==> src/rtl/seq_divider_pkg.sv <==
// Shared definitions for the iterative radix-2 divider: FSM state encoding,
// the default operand width and the iteration counter sizing.
package seq_divider_pkg;

  localparam int DIV_DEFAULT_WIDTH = 32;

  typedef enum logic [1:0] {
    S_IDLE = 2'd0,
    S_RUN  = 2'd1,
    S_FIX  = 2'd2,
    S_DONE = 2'd3
  } div_state_t;

  // The counter must hold the value WIDTH itself, hence WIDTH+1 codes.
  function automatic int div_cnt_width(input int width);
    return $clog2(width + 1);
  endfunction

endpackage

==> src/rtl/seq_divider_addsub.sv <==
// Combinational add/subtract y = a + (b ^ {N{sub}}) + sub, built as a
// Kogge-Stone carry-lookahead so the carry path is logarithmic in N.
module seq_divider_addsub #(
  parameter int N = 33
) (
  input  logic [N-1:0] i_a,
  input  logic [N-1:0] i_b,
  input  logic         i_sub,
  output logic [N-1:0] o_y
);

  logic [N-1:0] w_beff;
  logic [N-1:0] w_half;
  logic [N-1:0] w_gen;
  logic [N-1:0] w_prop;
  logic [N-1:0] w_gnext;
  logic [N-1:0] w_pnext;
  logic [N-1:0] w_carry;

  // The carry-in is folded into bit 0's generate, so after the prefix tree
  // w_gen[i] is the carry out of bit i.
  always_comb begin
    w_beff   = i_b ^ {N{i_sub}};
    w_half   = i_a ^ w_beff;
    w_gen    = i_a & w_beff;
    w_gen[0] = w_gen[0] | (w_half[0] & i_sub);
    w_prop   = w_half;
    w_gnext  = '0;
    w_pnext  = '0;
    for (int s = 1; s < N; s = s * 2) begin
      w_gnext = w_gen;
      w_pnext = w_prop;
      for (int i = s; i < N; i++) begin
        w_gnext[i] = w_gen[i] | (w_prop[i] & w_gen[i-s]);
        w_pnext[i] = w_prop[i] & w_prop[i-s];
      end
      w_gen  = w_gnext;
      w_prop = w_pnext;
    end
    w_carry = {w_gen[N-2:0], i_sub};
    o_y     = w_half ^ w_carry;
  end

endmodule

==> src/rtl/seq_divider.sv <==
// Iterative radix-2 non-restoring divider serving DIV/DIVU/REM/REMU.
// Signed operations divide magnitudes and fix up the signs at the end.
module seq_divider
  import seq_divider_pkg::*;
#(
  parameter int WIDTH = DIV_DEFAULT_WIDTH
) (
  input  logic             clk,
  input  logic             reset_n,
  input  logic             start,
  input  logic             is_signed,
  input  logic [WIDTH-1:0] dividend,
  input  logic [WIDTH-1:0] divisor,
  output logic             busy,
  output logic             done,
  output logic [WIDTH-1:0] quotient,
  output logic [WIDTH-1:0] remainder,
  output logic             div_by_zero
);

  localparam int CW = div_cnt_width(WIDTH);
  localparam int N  = WIDTH + 1;

  div_state_t r_state;
  div_state_t w_next;

  logic [N-1:0]     r_p;
  logic [N-1:0]     r_d;
  logic [WIDTH-1:0] r_q;
  logic [WIDTH-1:0] r_quot;
  logic [WIDTH-1:0] r_rem;
  logic [CW-1:0]    r_cnt;
  logic             r_negq;
  logic             r_negr;
  logic             r_dbz;

  logic [N-1:0]     w_step_a;
  logic             w_step_sub;
  logic [N-1:0]     w_step_y;
  logic [WIDTH-1:0] w_nega_in;
  logic [WIDTH-1:0] w_nega_y;
  logic [WIDTH-1:0] w_negb_in;
  logic [WIDTH-1:0] w_negb_y;
  logic [WIDTH-1:0] w_rem_fix;
  logic             w_zero;
  logic             w_dvd_neg;
  logic             w_dvs_neg;

  assign w_zero    = (divisor == '0);
  assign w_dvd_neg = is_signed & dividend[WIDTH-1];
  assign w_dvs_neg = is_signed & divisor[WIDTH-1];

  always_ff @(posedge clk or negedge reset_n) begin
    if (!reset_n) begin
      r_state <= S_IDLE;
    end else begin
      r_state <= w_next;
    end
  end

  always_comb begin
    w_next = r_state;
    busy   = 1'b0;
    done   = 1'b0;
    case (r_state)
      S_IDLE: begin
        if (start) begin
          w_next = w_zero ? S_DONE : S_RUN;
        end
      end
      S_RUN: begin
        busy = 1'b1;
        if (r_cnt == CW'(1)) begin
          w_next = S_FIX;
        end
      end
      S_FIX: begin
        busy   = 1'b1;
        w_next = S_DONE;
      end
      S_DONE: begin
        done   = 1'b1;
        w_next = S_IDLE;
      end
      default: w_next = S_IDLE;
    endcase
  end

  // One shared step adder: iterate in RUN, add D back to a negative P in FIX.
  always_comb begin
    w_step_a   = {r_p[N-2:0], r_q[WIDTH-1]};
    w_step_sub = ~r_p[N-1];
    if (r_state == S_FIX) begin
      w_step_a   = r_p;
      w_step_sub = 1'b0;
    end
  end

  assign w_rem_fix = r_p[N-1] ? w_step_y[WIDTH-1:0] : r_p[WIDTH-1:0];
  assign w_nega_in = (r_state == S_IDLE) ? dividend : r_q;
  assign w_negb_in = (r_state == S_IDLE) ? divisor  : w_rem_fix;

  seq_divider_addsub #(.N(N)) u_step (
    .i_a   (w_step_a),
    .i_b   (r_d),
    .i_sub (w_step_sub),
    .o_y   (w_step_y)
  );

  // Negators take operand magnitudes in IDLE and apply result signs in FIX.
  seq_divider_addsub #(.N(WIDTH)) u_nega (
    .i_a   ('0),
    .i_b   (w_nega_in),
    .i_sub (1'b1),
    .o_y   (w_nega_y)
  );

  seq_divider_addsub #(.N(WIDTH)) u_negb (
    .i_a   ('0),
    .i_b   (w_negb_in),
    .i_sub (1'b1),
    .o_y   (w_negb_y)
  );

  always_ff @(posedge clk or negedge reset_n) begin
    if (!reset_n) begin
      r_p    <= '0;
      r_d    <= '0;
      r_q    <= '0;
      r_quot <= '0;
      r_rem  <= '0;
      r_cnt  <= '0;
      r_negq <= 1'b0;
      r_negr <= 1'b0;
      r_dbz  <= 1'b0;
    end else begin
      case (r_state)
        S_IDLE: begin
          if (start) begin
            if (w_zero) begin
              r_quot <= '1;
              r_rem  <= dividend;
              r_dbz  <= 1'b1;
            end else begin
              r_p    <= '0;
              r_q    <= w_dvd_neg ? w_nega_y : dividend;
              r_d    <= {1'b0, (w_dvs_neg ? w_negb_y : divisor)};
              r_cnt  <= CW'(WIDTH);
              r_negq <= w_dvd_neg ^ w_dvs_neg;
              r_negr <= w_dvd_neg;
            end
          end
        end
        S_RUN: begin
          r_p   <= w_step_y;
          r_q   <= {r_q[WIDTH-2:0], ~w_step_y[N-1]};
          r_cnt <= r_cnt - CW'(1);
        end
        S_FIX: begin
          r_quot <= r_negq ? w_nega_y : r_q;
          r_rem  <= r_negr ? w_negb_y : w_rem_fix;
          r_dbz  <= 1'b0;
        end
        default: begin
        end
      endcase
    end
  end

  assign quotient    = r_quot;
  assign remainder   = r_rem;
  assign div_by_zero = r_dbz;

endmodule

==> config.mk <==
export PLATFORM = sky130hd
export DESIGN_NAME = seq_divider
export DESIGN_NICKNAME = d
export VERILOG_FILES = /design/src/rtl/seq_divider_pkg.sv /design/src/rtl/seq_divider_addsub.sv /design/src/rtl/seq_divider.sv
export SDC_FILE = /design/constraint.sdc
export NUM_CORES = 1
export LEC_CHECK = 0
export CORE_MARGIN = 2
export CORE_UTILIZATION = 60
export CTS_BUF_LIST = sky130_fd_sc_hd__clkbuf_4 sky130_fd_sc_hd__clkbuf_8 sky130_fd_sc_hd__clkbuf_16
export CTS_CLUSTER_SIZE = 25
export DETAILED_ROUTE_END_ITERATION = 10
export PLACE_DENSITY = 0.84
export SETUP_SLACK_MARGIN = 0.02
export SLEW_MARGIN = 40
export SYNTH_ARGS = -nofsm -noshare
export SYNTH_HDL_FRONTEND = slang
export SYNTH_HIERARCHICAL = 1
export SYNTH_SLANG_ARGS = --single-unit
==> constraint.sdc <==
create_clock -name clk -period 8.7 [get_ports clk]
set_clock_uncertainty 0.1 [all_clocks]
set_input_delay 1.74 -clock clk [delete_from_list [all_inputs] [get_ports clk]]
set_output_delay 1.74 -clock clk [all_outputs]
set_load 0.1 [all_outputs]
== Word level (Yosys, flattened, before mapping) ==
Cells that the tools add are included.

* Reductions and logical operators: 9
* Bitwise gates (word level): 620
* Eq/ne operators: 8
* Muxes and demuxes: 33
* Add/subtract/negate cells: 1

{| class="wikitable"
|+ Operators by type and width
! operator !! count
|-
| AND 1 bit || 478
|-
| 2-to-1 mux 32 bit || 13
|-
| case mux 32 bit (2 select lines) || 3
|-
| OR 1 bit || 130
|-
| 2-to-1 mux 33 bit || 3
|-
| case mux 33 bit (2 select lines) || 1
|-
| XOR 33 bit || 2
|-
| inverter 32 bit || 2
|-
| XOR 32 bit || 2
|-
| XOR 32 x 33 -> 33 bit || 1
|-
| AND 32 bit || 1
|-
| zero test 32 bit || 1
|-
| 2-to-1 mux 6 bit || 2
|-
| case mux 6 bit (2 select lines) || 1
|-
| AND reduction 3 bit || 3
|-
| inequality test 2 bit (second input constant) || 4
|-
| case mux 2 bit (4 select lines) || 1
|-
| equality test 6 x 1 -> 1 bit (second input constant) || 1
|-
| 2-to-1 mux 2 bit || 3
|-
| subtractor 6 x 1 -> 6 bit (second input constant) || 1
|-
| 2-to-1 mux 1 bit || 5
|-
| equality test 2 bit (second input constant) || 2
|-
| nonzero test 2 bit || 2
|-
| inverter 1 bit || 3
|-
| 6 further kinds || 6
|}

* Flip-flop bits (word level): 172
* Input bits: 68
* Word-level logic and storage cells: 681
* Output and inout port bits: 67

== Longest topological paths before layout ==
* Depth in word-level cells: 28
* Depth in mapped cells: 31
* Gate-level depth less buffers: 27

== Hierarchy ==
The synthesis kept the hierarchy.

{| class="wikitable"
|+ By module, submodules not included
! module !! instances !! area each (um^2) !! cells an instance !! seq. area each (um^2)
|-
| seq_divider || 1 || 10116.0 || 966 || 4304.1
|-
| seq_divider_addsub (u_nega ...) || 2 || 2173.3 || 312 || 0.0
|-
| seq_divider_addsub (u_step) || 1 || 2142.1 || 292 || 0.0
|}

== Worst setup path before layout ==
Ideal clock, no wire load.

* Path type: reg2reg
* From: reg r_state[0]
* To: reg r_rem[30] (netlist: remainder[30])
* Stages on the path, launching flop included: 31
* Library setup time: 0.125 ns
* Buffers on the path: 5
* Arrival: 6.223 ns
* Data required time: 8.475 ns
* Clock period less this slack: 6.448 ns
* Setup slack: 2.252 ns
* Cell sequence: dfrtp_1 -> inv_1 -> ha_1 -> buf_1 -> buf_1 -> nor2_1 -> buf_6 -> clkbuf_1 -> xor2_1 -> ha_1 -> a21o_1 -> a21o_1 -> a221oi_1 -> nand2_1 -> a211oi_2 -> o21ai_1 -> a41o_1 -> xor2_1 -> mux2_2 -> mux2_2 -> xor2_1 -> ha_1 -> clkbuf_1 -> nand4_1 -> nand3b_1 -> a21oi_1 -> a31o_1 -> a311oi_1 -> and3_1 -> a221o_1 -> mux2_2

* Elaborated cells between the ends (all ways): 377
* Classes of those cells: eq/ne: 3; mux: 6; bitwise: 365; reduce/logical: 3

{| class="wikitable"
|+ RTL lines
! element !! RTL line !! source
|-
| start, declared || seq_divider.sv:24 || <nowiki>div_state_t r_state;</nowiki>
|-
| start signal, assigned || seq_divider.sv:57 || <nowiki>r_state <= w_next;</nowiki>
|-
| equality test 2 bit * || seq_divider.sv:93 || <nowiki>if (r_state == S_FIX) begin</nowiki>
|-
| 2-to-1 mux 1 bit * || seq_divider.sv:93 ||
|-
| net w_step_sub || seq_divider.sv:38 || <nowiki>logic w_step_sub;</nowiki>
|-
| XOR 32 x 33 -> 33 bit || seq_divider_addsub.sv:23 || <nowiki>w_beff = i_b ^ {N{i_sub}};</nowiki>
|-
| XOR 33 bit / AND 32 bit (equally long branches) || seq_divider_addsub.sv:24, seq_divider_addsub.sv:25 ||
|-
| AND 1 bit || seq_divider_addsub.sv:34 || <nowiki>w_gnext[i] = w_gen[i] | (w_prop[i] & w_gen[i-s]);</nowiki>
|-
| OR 1 bit || seq_divider_addsub.sv:34 ||
|-
| AND 1 bit || seq_divider_addsub.sv:34 ||
|-
| [7 not listed] || - ||
|-
| net w_step_y[25] || seq_divider.sv:39 || <nowiki>logic [N-1:0] w_step_y;</nowiki>
|-
| [2 not listed] || - ||
|-
| net w_negb_in[25] || seq_divider.sv:42 || <nowiki>logic [WIDTH-1:0] w_negb_in;</nowiki>
|-
| inverter 32 bit (no source line) * || - ||
|-
| AND 1 bit * (4 in series) || seq_divider_addsub.sv:35 || <nowiki>w_pnext[i] = w_prop[i] & w_prop[i-s];</nowiki>
|-
| AND 1 bit * || seq_divider_addsub.sv:34 ||
|-
| XOR 32 bit * || seq_divider_addsub.sv:41 || <nowiki>o_y = w_half ^ w_carry;</nowiki>
|-
| net w_negb_y[30] || seq_divider.sv:43 || <nowiki>logic [WIDTH-1:0] w_negb_y;</nowiki>
|-
| 2-to-1 mux 32 bit * || seq_divider.sv:161 || <nowiki>r_rem <= r_negr ? w_negb_y : w_rem_fix;</nowiki>
|-
| case mux 32 bit (2 select lines) * || seq_divider.sv:137 || <nowiki>case (r_state)</nowiki>
|-
| end signal, assigned || seq_divider.sv:142 || <nowiki>r_rem <= dividend;</nowiki>
|-
| end signal, assigned || seq_divider.sv:161 ||
|-
| end, declared || seq_divider.sv:31 || <nowiki>logic [WIDTH-1:0] r_rem;</nowiki>
|}

Mark *: on every way through the listed nets, which the timed path passes. The rest lies on a longest branch.
A chain may end at the register's enable or synchronous reset.

== Worst setup path in the final report ==
* From: reg r_state[0]
* To: reg r_rem[30] (netlist: remainder[30])

* Longest elaborated chain between the ends: 26
* Elaborated cells between the ends (all ways): 377
* Classes of those cells: eq/ne: 3; mux: 6; bitwise: 365; reduce/logical: 3

{| class="wikitable"
|+ RTL lines
! element !! RTL line !! source
|-
| equality test 2 bit * || seq_divider.sv:93 ||
|-
| 2-to-1 mux 1 bit * || seq_divider.sv:93 ||
|-
| net w_step_sub || seq_divider.sv:38 ||
|-
| XOR 32 x 33 -> 33 bit || seq_divider_addsub.sv:23 ||
|-
| XOR 33 bit || seq_divider_addsub.sv:24 || <nowiki>w_half = i_a ^ w_beff;</nowiki>
|-
| AND 1 bit || seq_divider_addsub.sv:26 || <nowiki>w_gen[0] = w_gen[0] | (w_half[0] & i_sub);</nowiki>
|-
| OR 1 bit || seq_divider_addsub.sv:26 ||
|-
| AND 1 bit || seq_divider_addsub.sv:34 ||
|-
| [8 not listed] || - ||
|-
| net w_step_y[16] || seq_divider.sv:39 ||
|-
| [2 not listed] || - ||
|-
| net w_negb_in[16] || seq_divider.sv:42 ||
|-
| inverter 32 bit (no source line) * || - ||
|-
| AND 1 bit * (4 in series) || seq_divider_addsub.sv:35 ||
|-
| AND 1 bit * || seq_divider_addsub.sv:34 ||
|-
| XOR 32 bit * || seq_divider_addsub.sv:41 ||
|-
| net w_negb_y[30] || seq_divider.sv:43 ||
|-
| 2-to-1 mux 32 bit * || seq_divider.sv:161 ||
|-
| case mux 32 bit (2 select lines) * || seq_divider.sv:137 ||
|}

Marked as above.

==> impl_metrics.yaml <==
final_layout:
  final_nets: 2175
  area_growth_pct: 12.14
  final_cell_count_no_fill: 2354
  drive_above_1_share_pct: 17.39
  n_antenna_cell: 0
setup_path:
  reg2regPathDepth: 26
  critPathRequiredTime_ns: 8.92
  worstSetupPathType: "reg -> reg"
  rr_startpoint: "r_state[0]"
  end_kind: "flip-flop"
  cp_max_fo: 24
  crit_start: "r_state[0]"
  start_kind: "flip-flop"
  crit_arrival_ns: 7.06
  rrSetupSlack_ns: 1.86
  rr_endpoint: "remainder[30]"
logic_synthesis:
  synthTopCellsByArea: "dfrtp_1 (26%), mux2_2 (9.1%), ha_1 (7.8%)"
  syn_avg_cell_area_sq_um: 8.823
  syn-cell-area_sq_mm: 0.01660
  ys_async_sr_fraction_pct: 100.0
  synth_top_area_share_pct: 25.92
  synthTopCellsByCount: "nand2_1 (184), dfrtp_1 (172), a21oi_1 (161)"
  yosysMostFrequentCell: "nand2_1"
  yosys.area.top_type: "dfrtp_1"
  yosysSeqAreaShare_pct: 25.92
  synth_warnings: 6
  synth-seq-cells: 172
  synth_ff_type: "dfrtp_1"
  post_synth_inst_count: 1882
  synth_cell_types: 87
  synth_edf_count: 0
cts:
  root_buffer: "clkbuf_16"
  cts_hold_buf: 0
  postCtsSetupRepairBufs: 0
  htree_levels: 4
  cts.path.max_buffers: 2
  cts.clk_slew.worst_paths_ns: 0.07
  cts_buffers: 17
  clock_sinks: 172
  cts-resized-gates: 0
  tritoncts: "built"
  clock_latency_ns: 0.43
floorplan:
  core_sq_mm: 0.02703
  die_y_um: 170.4
  die_w_um: 170.4
  initial_core_util_pct: 61.44
  dieArea_sq_mm: 0.02902
  core.rowCount: 60
  pin_count: 135
sta:
  slew_headroom_pct: 44.69
  period_needed_ns: 6.841
  fmax_mhz: 146.2
  setup_violations: 0
  timing.final.crit_share_pct: 78.63
  rsz0062_at_grt: "false"
  finalSetupTns_ns: 0
  maxSlewViolCount: 0
  worst_pin_slew_ns: 0.8287
  hold_violations: 0
run:
  maxCapViolations: 0
detailed_routing:
  drt-initial-drc-count: 1726
  via_per_inst: 6.606
  ant_nets: 0
  dr.pass1.iters: 8
  wirelength_um: 52680
  vias: 15550
  drc: 0
  wl_per_cell_um: 22.38
global_routing:
  gr-total-overflow: 0
  grt_pass1_vias: 15002
  grt_max_degree: 101
  grt_pass1_wl_um: 82410
  antenna_found_initial: 0
  grt_usage_pct: 36.08
outcome:
  status: "finished clean"
place:
  portBuffers: 134
  dp_hpwl_um: 38630
  gp_congestion: 0.9934
  place_inst: 2321
hold_path:
  worstHoldPathType: "reg -> reg"
  hold_depth: 2
  hp-start: "r_d[5]"
  hold_path_end: "r_d[5]"
cell usage in the layout, fill, tap and decap left out, drive strengths merged, types with 6 or more instances in the layout:
master         count
o21a               8
nand3             46
nor2             116
a21oi            168
mux2             135
o21bai            14
xnor2             54
clkdlybuf4s50     66
inv               44
dfrtp            172
o22ai             32
ha               104
a222oi            31
nor2b              9
nand2            186
o31ai              7
nor4              14
o21ai            110
conb              77
a22oi             37
a21o              34
a22o              35
mux2i             68
clkbuf            19
nand4             21
a211oi             8
xor2             130
nand2b            14
buf               90
o211ai             9
a21boi             8
a2bb2oi           32
nor3              29
and4               6
state kept, by name, summed over array words and instances, names as in the netlist:
register / cells
r_q: 32
r_d: 32
r_negq: 1
div_by_zero: 1
remainder: 32
r_cnt: 6
r_p: 33
r_state: 2
r_negr: 1
quotient: 32
metrics by stage:
step / setup WS [ns] / util (%) / instance area, sq um / hold WS [ns]
floorplan: 2.252 / - / 16890 / 0.3674
global placement: 2.162 / 67.53 / 18250 / 0.3964
detailed placement: 2.024 / 66.56 / 17990 / 0.3896
CTS: 1.992 / 68.80 / 18590 / 0.4055
global route: 1.437 / 68.90 / 18620 / 0.4342
finish: 1.859 / 68.90 / 18620 / 0.4039
critical path, stage by stage (launching register included):
cell      delay, ns
dfrtp_1        0.41
inv_1          0.17
ha_2           0.64
nor2_4         0.27
xor2_1         0.23
ha_1           0.37
a21oi_1        0.33
nand2_1        0.09
a21oi_1        0.33
nand3b_1       0.13
a41oi_1        0.52
o21bai_1       0.12
a21oi_1        0.19
xnor2_1        0.10
mux2_2         0.29
mux2_2         0.27
xor2_1         0.14
ha_1           0.27
nand2_1        0.13
nor2_1         0.20
nand3b_1       0.11
a21oi_1        0.34
a31o_1         0.21
a311oi_1       0.06
and3_1         0.19
a221o_1        0.26
mux2_2         0.26
layer usage:
layer  vias to the layer above  track usage, %  routed length [um]
met5                         -               0                   0
met4                         0           17.17                2575
met3                       126           5.395                3614
met2                       791           58.41               24260
met1                      7517           47.44               22240
li1                       7116               -                   -
area by class of cell:
| class | instances | area [sq um] |
|---|---|---|
| inverter | 40 | 150.1 |
| timing repair buffer | 156 | 1235 |
| multi-input combinational | 1613 | 11900 |
| clock inverter | 13 | 157.7 |
| sequential | 172 | 4308 |
| clock buffer | 19 | 446.7 |
| tap | 341 | 426.7 |
| fill | 2213 | 8406 |
logic make-up after synthesis:
| family | after synthesis | synth area share, % |
|---|---|---|
| xor+xnor | 184 | 9.705 |
| simple gates | 461 | 12.98 |
| flops | 172 | 25.92 |
| other cells | 2 | 0.04523 |
| fa+ha+maj | 107 | 8.198 |
| mux | 203 | 13.32 |
| buf+inv | 172 | 4.476 |
| compound gates | 581 | 25.35 |
how the worst max path moves through the flow:
stage	end	slack, ns	cells after the start
5_1_grt	remainder[30]	1.44	26
2_1_floorplan	remainder[30]	2.25	30
3_3_place_gp	remainder[30]	2.16	25
6_report	remainder[30]	1.86	26
3_5_place_dp	remainder[30]	2.02	26
4_1_cts	remainder[30]	1.99	26
Power is left out: the tool's default activity adds up to more than one toggle a clock period on the data nets, which glitch-free logic cannot reach.
